### src/rtl/apa102_pkg.sv
// apa102_pkg: shared states and frame constants for the APA102 frame transmitter
package apa102_pkg;
  typedef enum logic [2:0] {IDLE, START, LED_HDR, LED_B, LED_G, LED_R, END} state_t;
  localparam int START_BYTES = 4;
  localparam logic [2:0] HDR_PREFIX = 3'b111;
  localparam logic [7:0] END_BYTE = 8'hFF;
endpackage

### src/rtl/apa102_frame_tx_shifter.sv
// spi_byte_shifter: mode-0 SPI byte serialiser with SCLK divider, MSB first
module spi_byte_shifter #(
  parameter int CLK_DIV = 4
) (
  input  logic       i_clk,
  input  logic       i_rst_n,
  input  logic       i_load,
  input  logic [7:0] i_byte,
  output logic       o_sclk,
  output logic       o_mosi,
  output logic       o_byte_done
);
  localparam int DW = CLK_DIV > 1 ? $clog2(CLK_DIV) : 1;
  localparam logic [DW-1:0] DIV_MAX = DW'(CLK_DIV - 1);
  logic [7:0]    r_sr;
  logic [DW-1:0] r_div;
  logic [2:0]    r_bit;
  logic          r_sclk;
  logic          r_active;
  logic          w_tick;
  assign w_tick      = r_active && r_div == DIV_MAX;
  assign o_byte_done = w_tick && r_sclk && r_bit == 3'd7;
  assign o_sclk      = r_sclk;
  assign o_mosi      = r_sr[7];
  // Shifting at the end of each high phase keeps MOSI changes inside the low phase
  always_ff @(posedge i_clk) begin
    if (!i_rst_n) begin
      r_sr     <= '0;
      r_div    <= '0;
      r_bit    <= '0;
      r_sclk   <= 1'b0;
      r_active <= 1'b0;
    end else if (i_load) begin
      r_sr     <= i_byte;
      r_div    <= '0;
      r_bit    <= '0;
      r_sclk   <= 1'b0;
      r_active <= 1'b1;
    end else if (r_active) begin
      r_div <= w_tick ? '0 : r_div + 1'b1;
      if (w_tick) begin
        r_sclk <= !r_sclk;
        if (r_sclk) begin
          r_sr     <= r_sr << 1;
          r_bit    <= r_bit + 1'b1;
          r_active <= r_bit != 3'd7;
        end
      end
    end
  end
endmodule

### src/rtl/apa102_frame_tx.sv
// apa102_frame_tx: reads one LED frame from the double buffer and shifts it out as an APA102 stream
module apa102_frame_tx
  import apa102_pkg::*;
#(
  parameter int LEDS       = 30,
  parameter int ADDR_WIDTH = $clog2(LEDS * 3),
  parameter int CLK_DIV    = 4,
  parameter int END_BYTES  = (LEDS + 15) / 16
) (
  input  logic                  i_clk,
  input  logic                  i_rst_n,
  input  logic                  i_frame_valid,
  input  logic [4:0]            i_brightness,
  output logic [ADDR_WIDTH-1:0] o_rd_addr,
  input  logic [7:0]            i_rd_data,
  output logic                  o_spi_sclk,
  output logic                  o_spi_mosi,
  output logic                  o_busy,
  output logic                  o_frame_done,
  output logic                  o_overrun
);
  localparam int CMAX = START_BYTES > END_BYTES ? START_BYTES : END_BYTES;
  localparam int CW   = CMAX > 1 ? $clog2(CMAX) : 1;
  localparam int LW   = LEDS > 1 ? $clog2(LEDS) : 1;
  state_t                r_state, w_state_n;
  logic [LW-1:0]         r_led, w_led_n;
  logic [CW-1:0]         r_cnt, w_cnt_n;
  logic [ADDR_WIDTH-1:0] r_base, w_base_n, r_rd_addr, w_addr_n;
  logic [4:0]            r_bright;
  logic                  r_pending, r_done, r_overrun;
  logic                  w_load, w_byte_done, w_done_n, w_start, w_busy;
  logic [7:0]            w_byte;
  spi_byte_shifter #(.CLK_DIV(CLK_DIV)) u_shifter (
    .i_clk       (i_clk),
    .i_rst_n     (i_rst_n),
    .i_load      (w_load),
    .i_byte      (w_byte),
    .o_sclk      (o_spi_sclk),
    .o_mosi      (o_spi_mosi),
    .o_byte_done (w_byte_done)
  );
  assign w_busy       = r_state != IDLE;
  assign w_start      = !w_busy && (i_frame_valid || r_pending);
  assign o_busy       = w_busy;
  assign o_rd_addr    = r_rd_addr;
  assign o_frame_done = r_done;
  assign o_overrun    = r_overrun;
  // r_base tracks 3*LED index; the read address is staged one byte ahead of its capture
  always_comb begin
    w_state_n = r_state;
    w_load    = 1'b0;
    w_byte    = 8'h00;
    w_led_n   = r_led;
    w_cnt_n   = r_cnt;
    w_base_n  = r_base;
    w_addr_n  = r_rd_addr;
    w_done_n  = 1'b0;
    case (r_state)
      IDLE: if (w_start) begin
        w_state_n = START;
        w_load    = 1'b1;
        w_cnt_n   = '0;
        w_led_n   = '0;
        w_base_n  = '0;
      end
      START: if (w_byte_done) begin
        w_load = 1'b1;
        if (r_cnt == CW'(START_BYTES - 1)) begin
          w_state_n = LED_HDR;
          w_byte    = {HDR_PREFIX, r_bright};
          w_addr_n  = r_base + ADDR_WIDTH'(2);
        end else
          w_cnt_n = r_cnt + 1'b1;
      end
      LED_HDR: if (w_byte_done) begin
        w_load    = 1'b1;
        w_byte    = i_rd_data;
        w_state_n = LED_B;
        w_addr_n  = r_base + ADDR_WIDTH'(1);
      end
      LED_B: if (w_byte_done) begin
        w_load    = 1'b1;
        w_byte    = i_rd_data;
        w_state_n = LED_G;
        w_addr_n  = r_base;
      end
      LED_G: if (w_byte_done) begin
        w_load    = 1'b1;
        w_byte    = i_rd_data;
        w_state_n = LED_R;
      end
      LED_R: if (w_byte_done) begin
        w_load = 1'b1;
        if (r_led == LW'(LEDS - 1)) begin
          w_state_n = END;
          w_byte    = END_BYTE;
          w_cnt_n   = '0;
        end else begin
          w_state_n = LED_HDR;
          w_byte    = {HDR_PREFIX, r_bright};
          w_led_n   = r_led + 1'b1;
          w_base_n  = r_base + ADDR_WIDTH'(3);
          w_addr_n  = r_base + ADDR_WIDTH'(5);
        end
      end
      END: if (w_byte_done) begin
        if (r_cnt == CW'(END_BYTES - 1)) begin
          w_state_n = IDLE;
          w_done_n  = 1'b1;
        end else begin
          w_load  = 1'b1;
          w_byte  = END_BYTE;
          w_cnt_n = r_cnt + 1'b1;
        end
      end
      default: w_state_n = IDLE;
    endcase
  end
  always_ff @(posedge i_clk) begin
    if (!i_rst_n) begin
      r_state   <= IDLE;
      r_led     <= '0;
      r_cnt     <= '0;
      r_base    <= '0;
      r_rd_addr <= '0;
      r_bright  <= '0;
      r_pending <= 1'b0;
      r_done    <= 1'b0;
      r_overrun <= 1'b0;
    end else begin
      r_state   <= w_state_n;
      r_led     <= w_led_n;
      r_cnt     <= w_cnt_n;
      r_base    <= w_base_n;
      r_rd_addr <= w_addr_n;
      r_bright  <= w_start ? i_brightness : r_bright;
      r_done    <= w_done_n;
      r_overrun <= w_busy && i_frame_valid && r_pending;
      r_pending <= w_start ? r_pending && i_frame_valid : r_pending || (w_busy && i_frame_valid);
    end
  end
endmodule

### config.mk
export PLATFORM = sky130hd
export DESIGN_NAME = apa102_frame_tx
export DESIGN_NICKNAME = d
export VERILOG_FILES = /design/src/rtl/apa102_pkg.sv /design/src/rtl/apa102_frame_tx_shifter.sv /design/src/rtl/apa102_frame_tx.sv
export SDC_FILE = /design/constraint.sdc
export NUM_CORES = 1
export LEC_CHECK = 0
export CORE_MARGIN = 2
export CORE_UTILIZATION = 30
export DETAILED_ROUTE_END_ITERATION = 12
export PLACE_DENSITY = 0.55
export REMOVE_ABC_BUFFERS = 1
export SYNTH_ARGS = -nofsm -noshare
export SYNTH_HDL_FRONTEND = slang
export SYNTH_SLANG_ARGS = --single-unit
### constraint.sdc
create_clock -name i_clk -period 2.9 [get_ports i_clk]
set_input_delay 0.58 -clock i_clk [delete_from_list [all_inputs] [get_ports i_clk]]
set_output_delay 0.58 -clock i_clk [all_outputs]
set_load 0.01 [all_outputs]
# After elaboration in Yosys (flattened, before gate mapping)
# Cells that the tools add are included.
# W data, S select, Z words.
word_totals:
  reg_bits: 47
  in_bits: 16
  output_inout_bits: 12
  word_cells: 136
classes:
  add_sub_neg: 8
  n_eq_ne: 25
  mux: 58
  bitwise_logic: 1
  n_reduce_logical: 30
op_table:
  columns: ["cell", "count"]
  rows:
  - ["$mux W8", 10]
  - ["$mux W7", 9]
  - ["$pmux W8 S4", 1]
  - ["$mux W3", 10]
  - ["$pmux W7 S4", 1]
  - ["$pmux W3 S7", 1]
  - ["$mux W5", 4]
  - ["$mux W2", 8]
  - ["$add A7 B2 Y7 const B", 2]
  - ["$ne A2 B2 Y1 const B", 7]
  - ["$pmux W7 S2", 1]
  - ["$eq A3 B3 Y1 const B", 4]
  - ["$ne A2 B1 Y1 const B", 6]
  - ["$mux W1", 10]
  - ["$pmux W5 S2", 1]
  - ["$reduce_and A3 Y1", 3]
  - ["$reduce_and A9 Y1", 1]
  - ["$pmux W2 S4", 1]
  - ["$reduce_and A8 Y1", 1]
  - ["$reduce_bool A2 Y1", 4]
  - ["$reduce_bool A4 Y1", 2]
  - ["$add A7 B1 Y7 const B", 1]
  - ["$add A7 B3 Y7 const B", 1]
  - ["$logic_and A1 B1 Y1", 7]
  - ["21 further kinds", 26]

# Logic depth before layout (Yosys ltp)
# Gate-level depths: netlist of run 1.
depth:
  depth_word: 8
  mapped_depth: 9
  mapped_depth_nobuf: 8

# By module
# Synthesis of run 1 repeated with hierarchy kept, for this count alone.
unflattened:
  hier_cells: 345
  hier_area_um2: 2831.5
modules_own_cells:
  columns: ["mod", "n_inst", "cells_each", "area_each_um2", "seq_area_each_um2"]
  rows:
  - ["apa102_frame_tx", 1, 268, 2180.8, 640.6]
  - ["spi_byte_shifter", 1, 77, 650.6, 300.3]

# Worst setup path after synthesis of run 1
# OpenSTA, ideal clock, no wires.
synth_timing:
  path_type: "reg-to-reg"
  startpoint: "register r_state[0]"
  endpoint: "register r_rd_addr[5], in the netlist o_rd_addr[5]"
  setup_ns: 0.131
  t_arrival_ns: 1.905
  path_slack_ns: 0.864
  stages_incl_launch_ff: 10
  cell_sequence: "dfxtp_1 > buf_2 > nand3b_1 > inv_1 > ha_1 > a31o_2 > a221oi_1 > a311oi_1 > xnor2_1 > a21oi_1"
synth_via:
  elab_chain_len: 3
  word_cells_on_any_way: 13
  cone_classes: "eq/ne (10); mux (1); reduce/logical (2)"
synth_rtl:
  columns: ["element", "line", "text"]
  rows:
  - ["start, declared", "apa102_frame_tx.sv:25", "state_t r_state, w_state_n;"]
  - ["start signal, assigned", "apa102_frame_tx.sv:131", "r_state <= w_state_n;"]
  - ["$eq A3 B3 Y1 (tied with other cells)", "apa102_frame_tx.sv:58", "case (r_state)"]
  - ["$reduce_bool A4 Y1 (no source line) (tied with other cells)", null, null]
  - ["$reduce_and A7 Y1 (no source line)", null, null]
  - ["end signal, assigned", "apa102_frame_tx.sv:135", "r_rd_addr <= w_addr_n;"]
  - ["end, declared", "apa102_frame_tx.sv:28", "logic [ADDR_WIDTH-1:0] r_base, w_base_n, r_rd_addr, w_addr_n;"]
# Several ways; a longest one is shown, not always the timed one.
# A chain may end at the register's enable or synchronous reset.

# Worst setup path after layout of run 1
layout_timing:
  startpoint: "register r_state[2]"
  endpoint: "output o_busy"
layout_via:
  elab_chain_len: 1
layout_rtl:
  columns: ["element", "line", "text"]
  rows:
  - ["$reduce_bool A3 Y1", "apa102_frame_tx.sv:42", "assign w_busy = r_state != IDLE;"]
  - ["end, declared", "apa102_frame_tx.sv:18", "output logic o_busy,"]
# No other way between the ends.

==> impl_metrics.env, run 1 <==
export IMPL_outcome="complete, no violations"
export IMPL_grt_start_max_net_pins=22
export IMPL_cp_end_kind="output port"
export IMPL_gp_congestion=0.8348
export IMPL_drt_total_wl_mm=6.337
export IMPL_synthXorXnorAreaFrac=0.05212
export IMPL_whs_path_depth=2
export IMPL_vias=2374
export IMPL_hold_class="reg -> reg"
export IMPL_final_setup_tns_ns=0
export IMPL_hp_start="r_bright[0]"
export IMPL_cts_resized_gates=0
export IMPL_fin_nets=377
export IMPL_startpoint_type="register"
export IMPL_grt_overflow_total=0
export IMPL_antenna_found_initial=0
export IMPL_required_ns=2.32
export IMPL_ys_seq_area_frac=0.3499
export IMPL_cts_clk_slew_worst_paths_ns=0.09
export IMPL_grt_pass1_vias=2206
export IMPL_synth_warnings=0
export IMPL_antenna_cells=0
export IMPL_synth_edf_count=0
export IMPL_placed_area_um2=3035
export IMPL_dp_hpwl_mm=4.557
export IMPL_cp_num_cells=2
export IMPL_synth_distinct_cells=49
export IMPL_place_ws_ns=0.3837
export IMPL_final_cell_mix="dfxtp_1 (47), nand2_1 (33), a21oi_1 (27), clkdlybuf4s50_1 (27), o21ai_0 (24)"
export IMPL_fin_worst_skew_ns=0.008619
export IMPL_maxSlewHeadroom=0.5650
export IMPL_clk_latency_ns=0.30
export IMPL_cts_sinks=47
export IMPL_synth_mux_area_fraction=0.04467
export IMPL_cts_max_path_buffers=2
export IMPL_rsz0062_at_grt="no"
export IMPL_finalCritPeriodShare=0.8740
export IMPL_fin_crit_ns=2.535
export IMPL_grt_first_pass_wirelength_mm=10.84
export IMPL_synthToLayoutAreaGrowth_pct=17.82
export IMPL_crit_path_top_delay_cell="dfxtp_1"
export IMPL_dieArea_um2=9736
export IMPL_die_w_um=98.67
export IMPL_async_flop_share=0
export IMPL_setup_ws_ns=0.3654
export IMPL_synthSimpleGateAreaFrac=0.2043
export IMPL_drc=0
export IMPL_cts_root_buf="clkbuf_8"
export IMPL_grt_use_total=0.1330
export IMPL_final_area_um2=3168
export IMPL_drtIter0Drc=142
export IMPL_crit_arrival_ns=1.95
export IMPL_core_um2=8721
export IMPL_maxCapViolations=0
export IMPL_synthCells=331
export IMPL_cp_num_buf_inv=1
export IMPL_synth_top_family_by_area="compound AO/OA/AOI/OAI gates"
export IMPL_drive_above_1_share=0.04857
export IMPL_cp_max_fo=18
export IMPL_start_util=0.3083
export IMPL_tritoncts_num_buffers=5
export IMPL_crit_chain="or3_1 > clkdlybuf4s50_1"
export IMPL_setup_viol=0
export IMPL_hold_viol=0
export IMPL_worstSetupPathType="reg -> out"
export IMPL_r2r_start="r_state[2]"
export IMPL_io_pins=28
export IMPL_tightestPinTransition_ns=0.6505
export IMPL_vias_per_cell=5.183
export IMPL_yosys_most_used_dff="dfxtp_1"
export IMPL_max_stage_delay_ns=0.67
export IMPL_cts_setup_buffers=0
export IMPL_num_rows=34
export IMPL_cts_tree="built"
export IMPL_cpLargestDelayFamily="flip-flops"
export IMPL_cts_hold_buf=0
export IMPL_synth_area_per_cell_um2=8.123
export IMPL_ant_nets=0
export IMPL_r2r_cells=5
export IMPL_cts_max_level=2
export IMPL_fmax_mhz=394.5
export IMPL_irDropWorstVdd_mv=0.1744
export IMPL_first_pass_iters=4
export IMPL_synth_compound_area_frac=0.2327
export IMPL_final_max_slew_viol_count=0
export IMPL_wl_per_cell_um=13.84
export IMPL_syn_area_um2=2689
export IMPL_chipHeight_um=98.67
export IMPL_p_per_area_nw_per_um2=455.1
export IMPL_port_buffers=27
export IMPL_startpoint="r_state[2]"
export IMPL_ys_ff_latch=47
export IMPL_synth_fa_ha_area_frac=0.05956
export IMPL_final_common_cell="dfxtp_1"
export IMPL_p_leak_nw=1.156
report_power, final:
part	internal [W]	leakage, nW	switching, W
logic	0.0000784	0.709	0.0000987
clock network	0.000345	0.0654	0.000231
registers	0.000669	0.382	0.0000203
total	0.00109	1.16	0.000350
metal layers:
layer	routed length, µm	global-route usage
met1	3266	0.1950
met2	2783	0.2051
met3	253	0.02411
met4	34	0.02740
met5	0	0
metrics by stage:
step / power, W / instances / util / hold slack, ns
after CTS: 0.001459 / 458 / 0.3633 / 0.4789
after floorplan: 0.0008073 / 309 / - / 0.4399
after global routing: 0.001511 / 458 / 0.3633 / 0.4970
final: 0.001442 / 458 / 0.3633 / 0.4744
after detailed placement: 0.0008796 / 450 / 0.3481 / 0.4639
after global placement: 0.0008785 / 450 / 0.3481 / 0.4588
cell type report:
type / count / area (µm²)
well taps: 108 / 135.1
multi-input cells: 249 / 1595
clock buffers: 6 / 72.57
repair buffers: 33 / 315.3
fillers: 921 / 5553
inverters: 13 / 48.80
clock inverters: 2 / 60.06
flip-flops and latches: 47 / 940.9
worst paths after layout:
| check | to | slack [ns] |
|---|---|---|
| setup / recovery | o_busy | 0.37 |
| hold reg to reg | r_bright[0] | 0.47 |
| setup reg to reg | u_shifter.r_sr[6] | 0.47 |
| hold / removal | r_bright[0] | 0.47 |
logic make-up (layout without fill, tap and decap cells):
logic type,after synthesis,after routing
compound gates,98,98
flops,47,47
xor+xnor,16,16
mux,12,12
buf+inv,35,54
fa+ha+maj,13,13
simple gates,110,110
registers in the layout, summed over array words and instances, names as in the netlist:
| name | count |
|---|---|
| u_shifter.r_sr | 8 |
| o_rd_addr | 7 |
| r_base | 7 |
| r_bright | 5 |
| r_led | 5 |
| r_state | 3 |
| u_shifter.r_bit | 3 |
| r_cnt | 2 |
| u_shifter.r_div | 2 |
| o_frame_done | 1 |
| o_overrun | 1 |
| r_pending | 1 |
| u_shifter.o_sclk | 1 |
| u_shifter.r_active | 1 |
cells in the mapped netlist (8+ instances only):
cell type / instances / share of area
a21boi_0: 9 / 0.025
a21oi_1: 27 / 0.050
a31oi_1: 8 / 0.019
clkbuf_1: 11 / 0.015
dfxtp_1: 47 / 0.35
ha_1: 12 / 0.056
inv_1: 13 / 0.018
mux2i_1: 12 / 0.045
nand2_1: 33 / 0.046
nand3_1: 9 / 0.017
nor2_1: 23 / 0.032
nor2b_1: 10 / 0.023
o21ai_0: 24 / 0.045
xnor2_1: 10 / 0.033
worst min-delay path, cell delays in order, from the launching register on:
cell and delay, ns:
dfxtp_1 0.32, nand2_1 0.05, a21boi_0 0.07
Power figures use the tool's default switching activity.
==> run 2, diff against run 1 <==
==> constraint.sdc (replaced) <==
create_clock -name i_clk -period 2.9 [get_ports i_clk]
set_input_delay 0.725 -clock i_clk [delete_from_list [all_inputs] [get_ports i_clk]]
set_output_delay 0.725 -clock i_clk [all_outputs]
set_load 0.01 [all_outputs]
==> impl_metrics.env, run 2 (synthesis results as in run 1) <==
export IMPL_tritoncts_num_buffers=5
export IMPL_final_setup_tns_ns=0
export IMPL_fin_nets=379
export IMPL_finalPower_w=0.001441
export IMPL_port_buffers=27
export IMPL_grt_overflow_total=0
export IMPL_hold_viol=0
export IMPL_cts_sinks=47
export IMPL_dp_hpwl_mm=4.638
export IMPL_cp_max_fo=13
export IMPL_irDropWorstVdd_mv=0.1679
export IMPL_crit_path_top_delay_cell="clkdlybuf4s50_1"
export IMPL_final_common_cell="dfxtp_1"
export IMPL_maxSlewHeadroom=0.5881
export IMPL_cts_clk_slew_worst_paths_ns=0.10
export IMPL_vias=2350
export IMPL_finalCritPeriodShare=0.9003
export IMPL_die_w_um=98.67
export IMPL_dieArea_um2=9736
export IMPL_core_um2=8721
export IMPL_drc=0
export IMPL_grt_pass1_vias=2218
export IMPL_chipHeight_um=98.67
export IMPL_use_met1=0.2017
export IMPL_tightestPinTransition_ns=0.6159
export IMPL_required_ns=2.17
export IMPL_crit_arrival_ns=1.89
export IMPL_rsz0062_at_grt="no"
export IMPL_vias_per_cell=5.109
export IMPL_fmax_mhz=383.0
export IMPL_cts_tree="built"
export IMPL_cp_end_kind="output port"
export IMPL_final_max_slew_viol_count=0
export IMPL_fin_worst_skew_ns=0.01172
export IMPL_antenna_cells=0
export IMPL_wl_per_cell_um=13.82
export IMPL_start_util=0.3083
export IMPL_hold_class="reg -> reg"
export IMPL_drtIter0Drc=177
export IMPL_cts_max_level=2
export IMPL_cts_root_buf="clkbuf_8"
export IMPL_setup_ws_ns=0.2892
export IMPL_ant_nets=0
export IMPL_drive_above_1_share=0.05398
export IMPL_grt_start_max_net_pins=25
export IMPL_outcome="complete, no violations"
export IMPL_startpoint_type="register"
export IMPL_setup_viol=0
export IMPL_cts_max_path_buffers=2
export IMPL_clk_latency_ns=0.30
export IMPL_gp_congestion=0.7810
export IMPL_crit_chain="or3_1 > clkdlybuf4s50_1"
export IMPL_p_per_area_nw_per_um2=452.6
export IMPL_synthToLayoutAreaGrowth_pct=18.38
export IMPL_maxCapViolations=0
export IMPL_io_pins=28
export IMPL_grt_first_pass_wirelength_mm=10.90
export IMPL_first_pass_iters=4
export IMPL_busiest_layer="met1"
export IMPL_p_leak_nw=1.167
export IMPL_worstSetupPathType="reg -> out"
export IMPL_grt_use_total=0.1346
export IMPL_cts_hold_buf=0
export IMPL_met3_usage=0.02340
export IMPL_num_rows=34
export IMPL_largest_reg_flops=8
export IMPL_top_register="u_shifter.r_sr"
export IMPL_drt_total_wl_mm=6.359
export IMPL_place_ws_ns=0.2518
export IMPL_fin_crit_ns=2.611
export IMPL_grt_use_met2=0.1978
export IMPL_final_cell_mix="dfxtp_1 (47), nand2_1 (33), a21oi_1 (27), clkdlybuf4s50_1 (27), o21ai_0 (24)"
export IMPL_cts_setup_buffers=0
export IMPL_antenna_found_initial=0
export IMPL_cts_resized_gates=0
export IMPL_max_stage_delay_ns=0.60
==> run 2: changes by cell type in the layout (fill, tap and decap cells not counted), sizes merged <==
cell	delta
buf	+2
==> run 2: layout make-up <==
class	count	area, µm²
Multi-Input combinational cell	249	1595
Clock buffer	6	72.57
Tap cell	108	135.1
Timing Repair Buffer	35	330.3
Inverter	13	48.80
Clock inverter	2	60.06
Sequential cell	47	940.9
Fill cell	898	5538
==> run 2: worst max-delay path: cells and delay by family (launching register included) <==
kind	cells	cell delay (ns)
and+or+nand+nor	1	0.38
buffers and inverters	1	0.60
DFF	1	0.59
==> run 2: path summary, 6_finish.rpt <==
| check | slack, ns | end | from | cells past startpoint |
|---|---|---|---|---|
| hold / removal | 0.48 | r_bright[1] | r_bright[1] | 2 |
| setup / recovery | 0.29 | o_busy | r_state[2] | 2 |
| setup reg to reg | 0.55 | u_shifter.r_sr[6] | r_state[2] | 5 |
| hold reg to reg | 0.48 | r_bright[1] | r_bright[1] | 2 |
==> run 2: through the flow <==
stage          utilization  hold WS, ns  instances  instance area (µm²)
6_report            0.3650       0.4771        460                 3183
2_1_floorplan            -       0.4399        309                 2585
3_5_place_dp        0.3498       0.4633        452                 3050
4_1_cts             0.3650       0.4782        460                 3183
3_3_place_gp        0.3498       0.4588        452                 3050
5_1_grt             0.3650       0.5090        460                 3183
==> run 2: power by group <==
group          switching [W]  internal (W)  total (W)  leakage (nW)
logic               0.000101     0.0000783   0.000180         0.720
clock network       0.000231      0.000345   0.000576        0.0654
registers          0.0000165      0.000669   0.000685         0.382
total               0.000349       0.00109    0.00144          1.17
==> run 2: metal layers <==
layer  part of all wire  vias to the layer above
li1                   -                     1227
met5                  0                        -
met2               0.43                       45
met3              0.036                        9
met1               0.52                     1069
met4              0.021                        0
==> run 3, diff against run 2 <==
--- a/config.mk
+++ b/config.mk
@@ -5,10 +5,10 @@
 export SDC_FILE = /design/constraint.sdc
 export NUM_CORES = 1
 export LEC_CHECK = 0
-export CORE_MARGIN = 2
+export CORE_MARGIN = 3
 export CORE_UTILIZATION = 30
 export DETAILED_ROUTE_END_ITERATION = 12
-export PLACE_DENSITY = 0.55
+export PLACE_DENSITY = 0.54
 export REMOVE_ABC_BUFFERS = 1
 export SYNTH_ARGS = -nofsm -noshare
 export SYNTH_HDL_FRONTEND = slang
==> constraint.sdc (replaced) <==
create_clock -name i_clk -period 2.9 [get_ports i_clk]
set_input_delay 0.58 -clock i_clk [delete_from_list [all_inputs] [get_ports i_clk]]
set_output_delay 0.58 -clock i_clk [all_outputs]
set_load 0.01 [all_outputs]
==> impl_metrics.env, run 3 (synthesis results as in run 1) <==
export IMPL_dp_hpwl_mm=4.658
export IMPL_synthToLayoutAreaGrowth_pct=18.24
export IMPL_maxCapViolations=0
export IMPL_antenna_found_initial=0
export IMPL_wl_per_cell_um=14.13
export IMPL_num_rows=33
export IMPL_finalPower_w=0.001449
export IMPL_top_register="u_shifter.r_sr"
export IMPL_grt_pass1_vias=2211
export IMPL_fin_worst_skew_ns=0.005531
export IMPL_drc=0
export IMPL_grt_first_pass_wirelength_mm=10.98
export IMPL_drt_total_wl_mm=6.457
export IMPL_fillers=845
export IMPL_final_common_cell="dfxtp_1"
export IMPL_final_util=0.3756
export IMPL_cts_root_buf="clkbuf_8"
export IMPL_cts_sinks=47
export IMPL_power_switching_w=0.0003544
export IMPL_tritoncts_num_buffers=5
export IMPL_setup_viol=0
export IMPL_hp_start="r_bright[0]"
export IMPL_maxSlewHeadroom=0.6312
export IMPL_worstSetupPathType="reg -> out"
export IMPL_grt_use_total=0.1336
export IMPL_chipHeight_um=100.7
export IMPL_core_um2=8464
export IMPL_whs_path_depth=2
export IMPL_tightestPinTransition_ns=0.5515
export IMPL_p_int_w=0.001094
export IMPL_hold_end="r_bright[0]"
export IMPL_irDropWorstVdd_mv=0.2399
export IMPL_fmax_mhz=429.6
export IMPL_first_pass_iters=6
export IMPL_die_w_um=100.7
export IMPL_r2r_end="u_shifter.r_sr[6]"
export IMPL_p_comb_frac=0.127
export IMPL_clk_latency_ns=0.31
export IMPL_hold_viol=0
export IMPL_gp_congestion=0.8032
export IMPL_r2r_start="r_state[2]"
export IMPL_cp_end_kind="output port"
export IMPL_antenna_cells=0
export IMPL_cts_clk_slew_worst_paths_ns=0.09
export IMPL_drtIter0Drc=63
export IMPL_r2r_slack_ns=0.68
export IMPL_vias=2389
export IMPL_rsz0062_at_grt="no"
export IMPL_ant_nets=0
export IMPL_crit_arrival_ns=1.75
export IMPL_cp_max_fo=9
export IMPL_start_util=0.3177
export IMPL_cts_max_level=2
export IMPL_cts_setup_buffers=0
export IMPL_port_buffers=27
export IMPL_dieArea_um2=10130
export IMPL_p_per_area_nw_per_um2=455.6
export IMPL_final_setup_tns_ns=0
export IMPL_final_max_slew_viol_count=0
export IMPL_outcome="complete, no violations"
export IMPL_seqPwrFrac=0.472
export IMPL_fin_crit_ns=2.328
export IMPL_cts_hold_buf=0
export IMPL_grt_overflow_total=0
export IMPL_cts_max_path_buffers=2
export IMPL_r2r_cells=5
export IMPL_switching_share=0.2447
export IMPL_finalCritPeriodShare=0.8027
export IMPL_cts_resized_gates=0
export IMPL_p_leak_nw=1.166
export IMPL_vias_per_cell=5.228
export IMPL_io_pins=28
export IMPL_startpoint_type="register"
export IMPL_largest_reg_flops=8
export IMPL_drive_above_1_share=0.05398
export IMPL_fin_nets=379
export IMPL_grt_start_max_net_pins=29
export IMPL_hold_class="reg -> reg"
export IMPL_cts_tree="built"
export IMPL_setup_ws_ns=0.5722
export IMPL_final_cell_mix="dfxtp_1 (47), nand2_1 (33), a21oi_1 (27), clkdlybuf4s50_1 (27), o21ai_0 (24)"
export IMPL_pwr_share_clk=0.401
export IMPL_place_ws_ns=0.4007
export IMPL_required_ns=2.32
==> run 3: cell counts in the layout (fill, tap and decap cells not counted) <==
No cell type changed its count.
==> run 3: worst max path at each step <==
stage	slack, ns	depth (start not counted)	from	to
6_report	0.57	2	r_state[2]	o_busy
5_1_grt	0.48	2	r_state[2]	o_busy
4_1_cts	0.55	2	r_state[2]	o_busy
3_5_place_dp	0.40	6	i_frame_valid	u_shifter.r_sr[5]
3_3_place_gp	0.46	6	i_frame_valid	u_shifter.r_sr[7]
2_1_floorplan	0.38	8	r_state[0]	o_rd_addr[5]
==> run 3: metal layers <==
metal	routed length (µm)	track usage
met3	268	0.02284
met2	2764	0.2041
met1	3339	0.1914
met5	0	0
met4	85	0.04041
==> run 3: critical path: stages, from the launching register on <==
cell             delay, ns
dfxtp_1               0.37
or3_1                 0.54
clkdlybuf4s50_1       0.54
==> run 3: layout make-up <==
type / instances / area (µm²) / share of cell area
Multi-Input combinational cell: 249 / 1595 / 0.5018
Sequential cell: 47 / 940.9 / 0.2959
Timing Repair Buffer: 35 / 330.3 / 0.1039
Tap cell: 105 / 131.4 / 0.04132
Clock buffer: 6 / 72.57 / 0.02283
Clock inverter: 2 / 60.06 / 0.01889
Inverter: 13 / 48.80 / 0.01535
==> run 3: metrics by stage <==
step	hold WS (ns)	instances	cell area (µm²)
global route	0.5039	457	3179
global placement	0.4559	449	3047
detailed placement	0.4592	449	3047
floorplan	0.4399	309	2585
CTS	0.4730	457	3179
finish	0.4676	457	3179
==> run 3: power by group through the flow <==
stage / logic, W / registers, W / clock network, W
after floorplan: 0.000103 / 0.000704 / 0
after global placement: 0.000181 / 0.000699 / 0
after detailed placement: 0.000184 / 0.000699 / 0
after CTS: 0.000184 / 0.000684 / 0.000601
after global routing: 0.000207 / 0.000689 / 0.000622
final: 0.000183 / 0.000684 / 0.000581
